## src/rtl/id_stage_pkg.sv

```systemverilog
// Shared CPU definitions for the decode stage: widths, opcode/funct
// constants, ALU operation encodings and the decoded-control bundle.
// The execute-stage ALU and the fetch unit import the same package.
package id_stage_pkg;

    localparam int DATA_W   = 32;
    localparam int ADDR_W   = 5;
    localparam int NUM_REGS = 32;

    // Primary opcodes (instr[31:26])
    localparam logic [5:0] OP_RTYPE = 6'b000000;
    localparam logic [5:0] OP_LW    = 6'b100011;
    localparam logic [5:0] OP_SW    = 6'b101011;
    localparam logic [5:0] OP_BEQ   = 6'b000100;
    localparam logic [5:0] OP_J     = 6'b000010;
    localparam logic [5:0] OP_ADDI  = 6'b001000;
    localparam logic [5:0] OP_ORI   = 6'b001101;
    localparam logic [5:0] OP_LUI   = 6'b001111;

    // R-type function codes (instr[5:0])
    localparam logic [5:0] FN_ADD = 6'b100000;
    localparam logic [5:0] FN_SUB = 6'b100010;
    localparam logic [5:0] FN_AND = 6'b100100;
    localparam logic [5:0] FN_OR  = 6'b100101;
    localparam logic [5:0] FN_SLT = 6'b101010;
    localparam logic [5:0] FN_JR  = 6'b001000;

    typedef enum logic [3:0] {
        ALU_ADD = 4'd0,
        ALU_SUB = 4'd1,
        ALU_AND = 4'd2,
        ALU_OR  = 4'd3,
        ALU_SLT = 4'd4,
        ALU_LUI = 4'd5
    } alu_op_e;

    typedef enum logic [1:0] {
        DST_NONE = 2'd0,
        DST_RD   = 2'd1,
        DST_RT   = 2'd2
    } dst_sel_e;

    typedef struct packed {
        logic     reg_write;
        logic     mem_read;
        logic     mem_write;
        logic     mem_to_reg;
        logic     alu_src;
        alu_op_e  alu_op;
        logic     jmp;
        logic     jr;
        logic     beq;
        logic     illegal;
        dst_sel_e dst_sel;
    } ctrl_t;

    // Immediate extension: ori zero-extends, everything else sign-extends.
    function automatic logic [DATA_W-1:0] ext_imm(input logic [5:0] op,
                                                  input logic [15:0] imm);
        if (op == OP_ORI) begin
            return {16'h0000, imm};
        end else begin
            return {{16{imm[15]}}, imm};
        end
    endfunction

endpackage

```

## src/rtl/id_stage_if.sv

```systemverilog
// Fetch <-> decode bus: instruction/next_pc forward, redirect info back.
interface id_stage_if;
    import id_stage_pkg::*;

    logic [DATA_W-1:0] if_instruction;
    logic [DATA_W-1:0] if_next_pc;
    logic              jmp;
    logic              jr;
    logic              beq;
    logic [DATA_W-1:0] jr_addr;

    modport master (output if_instruction, output if_next_pc,
                    input  jmp, input jr, input beq, input jr_addr);
    modport slave  (input  if_instruction, input if_next_pc,
                    output jmp, output jr, output beq, output jr_addr);
endinterface

```

## src/rtl/id_stage_regfile.sv

```systemverilog
// 32x32 register file, 2 combinational read ports, 1 write port.
// r0 is never written and always reads zero. Optional write-first
// bypass is enabled by defining ID_WB_BYPASS_EN.
module id_stage_regfile
    import id_stage_pkg::*;
(
    input  logic              clock,
    input  logic              reset,
    input  logic              we,
    input  logic [ADDR_W-1:0] waddr,
    input  logic [DATA_W-1:0] wdata,
    input  logic [ADDR_W-1:0] raddr_a,
    input  logic [ADDR_W-1:0] raddr_b,
    output logic [DATA_W-1:0] rdata_a,
    output logic [DATA_W-1:0] rdata_b
);
    logic [DATA_W-1:0] regs_r [NUM_REGS];
    logic [DATA_W-1:0] stored_a_s;
    logic [DATA_W-1:0] stored_b_s;
    logic              byp_a_s;
    logic              byp_b_s;

    // Register storage: clear on reset, otherwise write non-zero index.
    always_ff @(posedge clock) begin
        if (reset) begin
            for (int i = 0; i < NUM_REGS; i++) begin
                regs_r[i] <= '0;
            end
        end else if (we && (waddr != {ADDR_W{1'b0}})) begin
            regs_r[waddr] <= wdata;
        end
    end

    assign stored_a_s = (raddr_a == {ADDR_W{1'b0}}) ? {DATA_W{1'b0}} : regs_r[raddr_a];
    assign stored_b_s = (raddr_b == {ADDR_W{1'b0}}) ? {DATA_W{1'b0}} : regs_r[raddr_b];

`ifdef ID_WB_BYPASS_EN
    assign byp_a_s = we && (waddr != {ADDR_W{1'b0}}) && (raddr_a == waddr);
    assign byp_b_s = we && (waddr != {ADDR_W{1'b0}}) && (raddr_b == waddr);
`else
    assign byp_a_s = 1'b0;
    assign byp_b_s = 1'b0;
`endif

    assign rdata_a = byp_a_s ? wdata : stored_a_s;
    assign rdata_b = byp_b_s ? wdata : stored_b_s;
endmodule

```

## src/rtl/id_stage.sv

```systemverilog
// Instruction-decode stage: IF/ID register with stall/flush, register
// file read, and combinational control decode for execute and fetch.
// Optional macro: ID_WB_BYPASS_EN (write-first register-file bypass).
module id_stage
    import id_stage_pkg::*;
(
    input  logic              clock,
    input  logic              reset,
    id_stage_if.slave         fetch,
    input  logic              stall,
    input  logic              flush,
    input  logic              wb_we,
    input  logic [ADDR_W-1:0] wb_addr,
    input  logic [DATA_W-1:0] wb_data,
    output logic              id_valid,
    output logic [DATA_W-1:0] id_instruction,
    output logic [DATA_W-1:0] id_next_pc,
    output logic [DATA_W-1:0] rs_data,
    output logic [DATA_W-1:0] rt_data,
    output logic [DATA_W-1:0] imm_ext,
    output logic [ADDR_W-1:0] dst_addr,
    output logic              reg_write,
    output logic              mem_read,
    output logic              mem_write,
    output logic              mem_to_reg,
    output logic              alu_src,
    output logic [3:0]        alu_op,
    output logic              illegal
);
    logic              valid_r;
    logic [DATA_W-1:0] instr_r;
    logic [DATA_W-1:0] npc_r;
    ctrl_t             dec_s;
    ctrl_t             ctrl_s;
    logic [5:0]        op_s;
    logic [5:0]        fn_s;

    // IF/ID register: reset > flush > stall > capture.
    always_ff @(posedge clock) begin
        if (reset) begin
            valid_r <= 1'b0;
            instr_r <= '0;
            npc_r   <= '0;
        end else if (flush) begin
            valid_r <= 1'b0;
            instr_r <= '0;
        end else if (!stall) begin
            valid_r <= 1'b1;
            instr_r <= fetch.if_instruction;
            npc_r   <= fetch.if_next_pc;
        end
    end

    id_stage_regfile u_regfile (
        .clock   (clock),
        .reset   (reset),
        .we      (wb_we),
        .waddr   (wb_addr),
        .wdata   (wb_data),
        .raddr_a (instr_r[25:21]),
        .raddr_b (instr_r[20:16]),
        .rdata_a (rs_data),
        .rdata_b (rt_data)
    );

    assign op_s = instr_r[31:26];
    assign fn_s = instr_r[5:0];

    // Control decode of the latched word; unknown encodings flag illegal.
    always_comb begin
        dec_s = '0;
        case (op_s)
            OP_RTYPE: begin
                case (fn_s)
                    FN_ADD: begin dec_s.reg_write = 1'b1; dec_s.alu_op = ALU_ADD; dec_s.dst_sel = DST_RD; end
                    FN_SUB: begin dec_s.reg_write = 1'b1; dec_s.alu_op = ALU_SUB; dec_s.dst_sel = DST_RD; end
                    FN_AND: begin dec_s.reg_write = 1'b1; dec_s.alu_op = ALU_AND; dec_s.dst_sel = DST_RD; end
                    FN_OR:  begin dec_s.reg_write = 1'b1; dec_s.alu_op = ALU_OR;  dec_s.dst_sel = DST_RD; end
                    FN_SLT: begin dec_s.reg_write = 1'b1; dec_s.alu_op = ALU_SLT; dec_s.dst_sel = DST_RD; end
                    FN_JR:  begin dec_s.jr = 1'b1; end
                    // The all-zero word is the canonical NOP and stays legal.
                    default: dec_s.illegal = (instr_r != {DATA_W{1'b0}});
                endcase
            end
            OP_LW: begin
                dec_s.mem_read   = 1'b1;
                dec_s.mem_to_reg = 1'b1;
                dec_s.alu_src    = 1'b1;
                dec_s.reg_write  = 1'b1;
                dec_s.alu_op     = ALU_ADD;
                dec_s.dst_sel    = DST_RT;
            end
            OP_SW: begin
                dec_s.mem_write = 1'b1;
                dec_s.alu_src   = 1'b1;
                dec_s.alu_op    = ALU_ADD;
            end
            OP_BEQ: begin
                dec_s.beq    = 1'b1;
                dec_s.alu_op = ALU_SUB;
            end
            OP_J: begin
                dec_s.jmp = 1'b1;
            end
            OP_ADDI: begin dec_s.alu_src = 1'b1; dec_s.reg_write = 1'b1; dec_s.alu_op = ALU_ADD; dec_s.dst_sel = DST_RT; end
            OP_ORI:  begin dec_s.alu_src = 1'b1; dec_s.reg_write = 1'b1; dec_s.alu_op = ALU_OR;  dec_s.dst_sel = DST_RT; end
            OP_LUI:  begin dec_s.alu_src = 1'b1; dec_s.reg_write = 1'b1; dec_s.alu_op = ALU_LUI; dec_s.dst_sel = DST_RT; end
            default: dec_s.illegal = 1'b1;
        endcase
    end

    // Bubbles drive every control low, including illegal.
    always_comb begin
        if (valid_r) begin
            ctrl_s = dec_s;
        end else begin
            ctrl_s = '0;
        end
    end

    // Destination register selection from the gated controls.
    always_comb begin
        dst_addr = '0;
        case (ctrl_s.dst_sel)
            DST_RD:  dst_addr = instr_r[15:11];
            DST_RT:  dst_addr = instr_r[20:16];
            default: dst_addr = '0;
        endcase
    end

    assign id_valid       = valid_r;
    assign id_instruction = instr_r;
    assign id_next_pc     = npc_r;
    assign imm_ext        = ext_imm(op_s, instr_r[15:0]);
    assign reg_write      = ctrl_s.reg_write;
    assign mem_read       = ctrl_s.mem_read;
    assign mem_write      = ctrl_s.mem_write;
    assign mem_to_reg     = ctrl_s.mem_to_reg;
    assign alu_src        = ctrl_s.alu_src;
    assign alu_op         = ctrl_s.alu_op;
    assign illegal        = ctrl_s.illegal;
    assign fetch.jmp      = ctrl_s.jmp;
    assign fetch.jr       = ctrl_s.jr;
    assign fetch.beq      = ctrl_s.beq;
    assign fetch.jr_addr  = rs_data;
endmodule
```

## src/flat_wrapper.sv

```systemverilog
// flat-port wrapper written by rule: the top's interface ports become plain ports
module id_stage_flat import id_stage_pkg::*;
  (clock, reset, stall, flush, wb_we, wb_addr, wb_data, id_valid, id_instruction, id_next_pc, rs_data, rt_data, imm_ext, dst_addr, reg_write, mem_read, mem_write, mem_to_reg, alu_src, alu_op, illegal, fetch_if_instruction, fetch_if_next_pc, fetch_jmp, fetch_jr, fetch_beq, fetch_jr_addr);
  id_stage_if fetch_i ();
  input  logic clock;
  input  logic reset;
  input  logic stall;
  input  logic flush;
  input  logic wb_we;
  input  logic [ADDR_W-1:0] wb_addr;
  input  logic [DATA_W-1:0] wb_data;
  output logic id_valid;
  output logic [DATA_W-1:0] id_instruction;
  output logic [DATA_W-1:0] id_next_pc;
  output logic [DATA_W-1:0] rs_data;
  output logic [DATA_W-1:0] rt_data;
  output logic [DATA_W-1:0] imm_ext;
  output logic [ADDR_W-1:0] dst_addr;
  output logic reg_write;
  output logic mem_read;
  output logic mem_write;
  output logic mem_to_reg;
  output logic alu_src;
  output logic [3:0] alu_op;
  output logic illegal;
  input wire logic [$bits(fetch_i.if_instruction)-1:0] fetch_if_instruction;
  input wire logic [$bits(fetch_i.if_next_pc)-1:0] fetch_if_next_pc;
  output wire logic [$bits(fetch_i.jmp)-1:0] fetch_jmp;
  output wire logic [$bits(fetch_i.jr)-1:0] fetch_jr;
  output wire logic [$bits(fetch_i.beq)-1:0] fetch_beq;
  output wire logic [$bits(fetch_i.jr_addr)-1:0] fetch_jr_addr;
  assign fetch_i.if_instruction = fetch_if_instruction;
  assign fetch_i.if_next_pc = fetch_if_next_pc;
  assign fetch_jmp = fetch_i.jmp;
  assign fetch_jr = fetch_i.jr;
  assign fetch_beq = fetch_i.beq;
  assign fetch_jr_addr = fetch_i.jr_addr;
  id_stage u_core (.clock(clock), .reset(reset), .fetch(fetch_i), .stall(stall), .flush(flush), .wb_we(wb_we), .wb_addr(wb_addr), .wb_data(wb_data), .id_valid(id_valid), .id_instruction(id_instruction), .id_next_pc(id_next_pc), .rs_data(rs_data), .rt_data(rt_data), .imm_ext(imm_ext), .dst_addr(dst_addr), .reg_write(reg_write), .mem_read(mem_read), .mem_write(mem_write), .mem_to_reg(mem_to_reg), .alu_src(alu_src), .alu_op(alu_op), .illegal(illegal));
endmodule
```

## config.mk

```make
export PLATFORM = sky130hd
export DESIGN_NAME = id_stage_flat
export DESIGN_NICKNAME = d
export VERILOG_FILES = /design/src/rtl/id_stage_pkg.sv /design/src/rtl/id_stage_if.sv /design/src/rtl/id_stage_regfile.sv /design/src/rtl/id_stage.sv /design/src/flat_wrapper.sv
export SDC_FILE = /design/constraint.sdc
export NUM_CORES = 2
export LEC_CHECK = 0
export CAP_MARGIN = 15
export CORE_MARGIN = 1
export CORE_UTILIZATION = 30
export DETAILED_ROUTE_END_ITERATION = 10
export PLACE_DENSITY = 0.57
export SLEW_MARGIN = 20
export SYNTH_ARGS = -nofsm -noshare
export SYNTH_HDL_FRONTEND = slang
export SYNTH_SLANG_ARGS = --single-unit
```

## constraint.sdc

```tcl
create_clock -name clock -period 2.1 [get_ports clock]
set_input_delay 0.21 -clock clock [delete_from_list [all_inputs] [get_ports clock]]
set_output_delay 0.21 -clock clock [all_outputs]
set_load 0.005 [all_outputs]
```

==> reports/summary.txt <==
Post-Route WL -> 216000 um
Via Count -> 39300
Top Ports -> 317
register area share after synthesis -> 55.3%
Power, Total -> 0.0547 W
Fill cells -> 17400
final critical-path setup slack -> -1.18 ns
Worst path top cell family by delay -> buffers and inverters
Crit Path Category -> register to output pin
commonest cells in the netlist -> edfxtp_1 (1024), and2_1 (994), mux4_2 (496)
Placed Cells -> 6895
Syn. warnings -> 0
mux share of post-synthesis cell area -> 24.1%
dpl cell area -> 69400 um^2
CTS Buf Count -> 116
Int Power -> 0.0409 W
clock group share of total power -> 38.4%
fin nets -> 4848
crit path time final -> 3.28 ns
async set or reset register ratio after synthesis -> 0%
largest net degree at the start of global routing -> 46
compound-cell area share of the yosys netlist -> 3.21%
via/cell ratio -> 5.33
top cells by area, synth -> edfxtp_1 (53%), mux4_2 (19%), and2_1 (11%)
cell taking the most area after synthesis -> edfxtp_1
DR DRC count -> 0
core area -> 193000 um^2
fin. max-slew vios -> 0
fin crit share -> 156%
sw frac -> 25.2%
pwr/cell area -> 699 nW/um^2
CTS tree -> built
I/O Buffers -> 315
most used cell along the critical path -> buf_4
wire per inst -> 29.4 um
Die Span Y -> 443 um
simple-gate portion of the synthesized area -> 13.2%
failing checks -> negative setup slack
H-tree depth -> 3
Syn Std Cell Area -> 58300 um^2
GP Congestion -> 0.900
leakage -> 27.3 nW
Rel. slew slack -> 40.1%
crit path max fanout -> 7
global-route wire length before repair -> 301000 um
Die X -> 443 um
post-layout instance count excluding filler cells -> 7370
Finished Cell Area -> 78200 um^2
Setup crit end kind -> output pin
combinational family with the most area after synthesis -> multiplexers
top-count cell post-synth -> edfxtp_1
vias in the first global route -> 39900
Yosys cell types -> 52
Hold Fails Final Rpt -> 0
max-cap viol count -> 0
Post-DRT Antenna Nets -> 0
XOR/XNOR share of the synthesized area -> 0.0150%
share of cells above drive strength 1 -> 44.3%
grt ovf -> 0
top cell type's share of synthesized area -> 52.8%
# rows -> 161
antenna violations before repair -> 13
#FFs+latches synth -> 1099
Worst Tran Pin Value -> 0.898 ns
Max VDD drop -> 666 uV
Crit path required time -> 1.89 ns
status -> complete, but fails checks
Arr. time, crit path -> 3.07 ns
Flop pwr share -> 47.0%
Cells after Synth -> 3867
Final Skew -> 0.0347 ns
CP startpoint kind -> register
CP peak stage delay -> 0.50 ns
Worst Path Buf+Inv -> 5
sw power -> 0.0138 W
dominant synthesized flop cell -> edfxtp_1
area grow syn2layout -> 34.2%
combinational share of power -> 14.6%
critical path, cell by cell -> buf_12 -> buf_16 -> buf_4 -> mux4_2 -> mux2i_2 -> nor2_2 -> a221oi_2 -> buf_4 -> a21oi_4 -> buf_6
Detailed Routing Iterations Pass 1 -> 5
Clock Latency Late Sink -> 0.76 ns
worst hold path class -> input pin to register
RSZ-0062 raised after global routing -> true
Adder-Cell Fraction of Synth Area -> 0.0429%
Worst-path clk slew -> 0.06 ns
Post-synth EDFFs -> 1024
HPWL after DPL -> 141000 um
Iteration-0 DRC Markers -> 4499
clock sinks -> 1099
slowest CP cell -> mux4_2
Place WS -> -1.25 ns
die area -> 196000 um^2
clock root cell -> clkbuf_16
endpoints failing setup -> 127
starting density of the core -> 30.2%
Hold Slack -> 0.0538 ns
syn avg cell area -> 15.1 um^2
worst-case clock buffer depth -> 3
GRT Total Usage -> 21.5%
fmax -> 0.305 GHz
==> layout by cell type (no fill, tap or decap), drive strengths merged, types with 80 or more instances in the layout <==
cell type,count
buf,975
nor2,116
and2,995
mux2,146
nand2,99
edfxtp,1024
clkbuf,162
a21oi,80
clkdlybuf4s50,181
mux4,512
==> path summary, 6_finish.rpt <==
check                            start                         to  slack [ns]  depth (start not counted)
max                           register                 rt_data[2]       -1.18                         10
min               fetch_if_next_pc[11]      u_core.id_next_pc[11]        0.05                          3
max reg2reg  u_core.id_instruction[31]  u_core.id_instruction[31]        0.96                          6
min reg2reg       u_core.id_next_pc[5]       u_core.id_next_pc[5]        0.45                          2
==> per-layer routing <==
metal | track usage, % | vias to the layer above | share of wire (%)
met5 | 0 | - | 0.0042
met4 | 11.7 | 2 | 5.6
met3 | 2.74 | 426 | 6.5
met2 | 36.6 | 1757 | 50
met1 | 26.6 | 20600 | 38
li1 | - | 16500 | -
==> cells by family (layout without fill, tap and decap cells) <==
logic type / after synthesis / after routing
multiplexers: 737 / 737
buffers and inverters: 477 / 1415
adder cells (fa/ha/maj): 2 / 2
AND/OR/NAND/NOR: 1308 / 1308
flip-flops: 1099 / 1099
AO/OA/AOI/OAI: 242 / 242
XOR/XNOR: 1 / 1
other: 1 / 40
==> area by class of cell <==
type / count / area, um^2 / area share, %
timing repair buffer: 1192 / 13100 / 16.7
clock buffer: 152 / 3100 / 3.96
inverter: 8 / 30.0 / 0.0384
tap: 2526 / 3160 / 4.04
sequential: 1099 / 32300 / 41.3
clock inverter: 63 / 698 / 0.892
antenna: 7 / 17.5 / 0.0224
multi-input combinational: 2323 / 25800 / 33.0
==> repair_timing <==
action                                 CTS  global route
setup buffers                          170            69
setup endpoints to repair              131           130
hold buffers                            22             0
gates resized for setup                954           206
endpoints found under the hold margin   30             0
pin swaps                              124            71
gates cloned                            18             4
==> worst register-to-register path: stages (launching register included) <==
cell     delay [ns]
dfxtp_4        0.36
buf_6          0.12
buf_6          0.10
buf_6          0.10
buf_4          0.12
mux2i_1        0.13
nor2_1         0.06
==> power groups by stage <==
| stage | clock network (W) | logic (W) | registers [W] |
|---|---|---|---|
| final | 0.0210 | 0.00796 | 0.0257 |
| after global routing | 0.0221 | 0.00822 | 0.0258 |
| after CTS | 0.0213 | 0.00768 | 0.0257 |
| after detailed placement | 0 | 0.00692 | 0.0261 |
| after global placement | 0 | 0.00689 | 0.0260 |
| after floorplan | 0 | 0.00339 | 0.0259 |
==> state kept, by name, summed over array words and instances, names as in the netlist, named ones only <==
| name | count |
|---|---|
| u_core.id_valid | 1 |
| u_core.id_next_pc | 32 |
| u_core.id_instruction | 32 |
| u_core.u_regfile.regs_r | 1024 |
==> per-stage QoR <==
step                setup TNS [ns]  util (%)
floorplan                   -0.752         -
global placement           -472.15      36.0
detailed placement         -494.87      36.0
CTS                        -128.39      40.0
global route               -123.47      40.6
finish                     -115.47      40.6
Note: power is estimated with default switching activity, not from simulation.
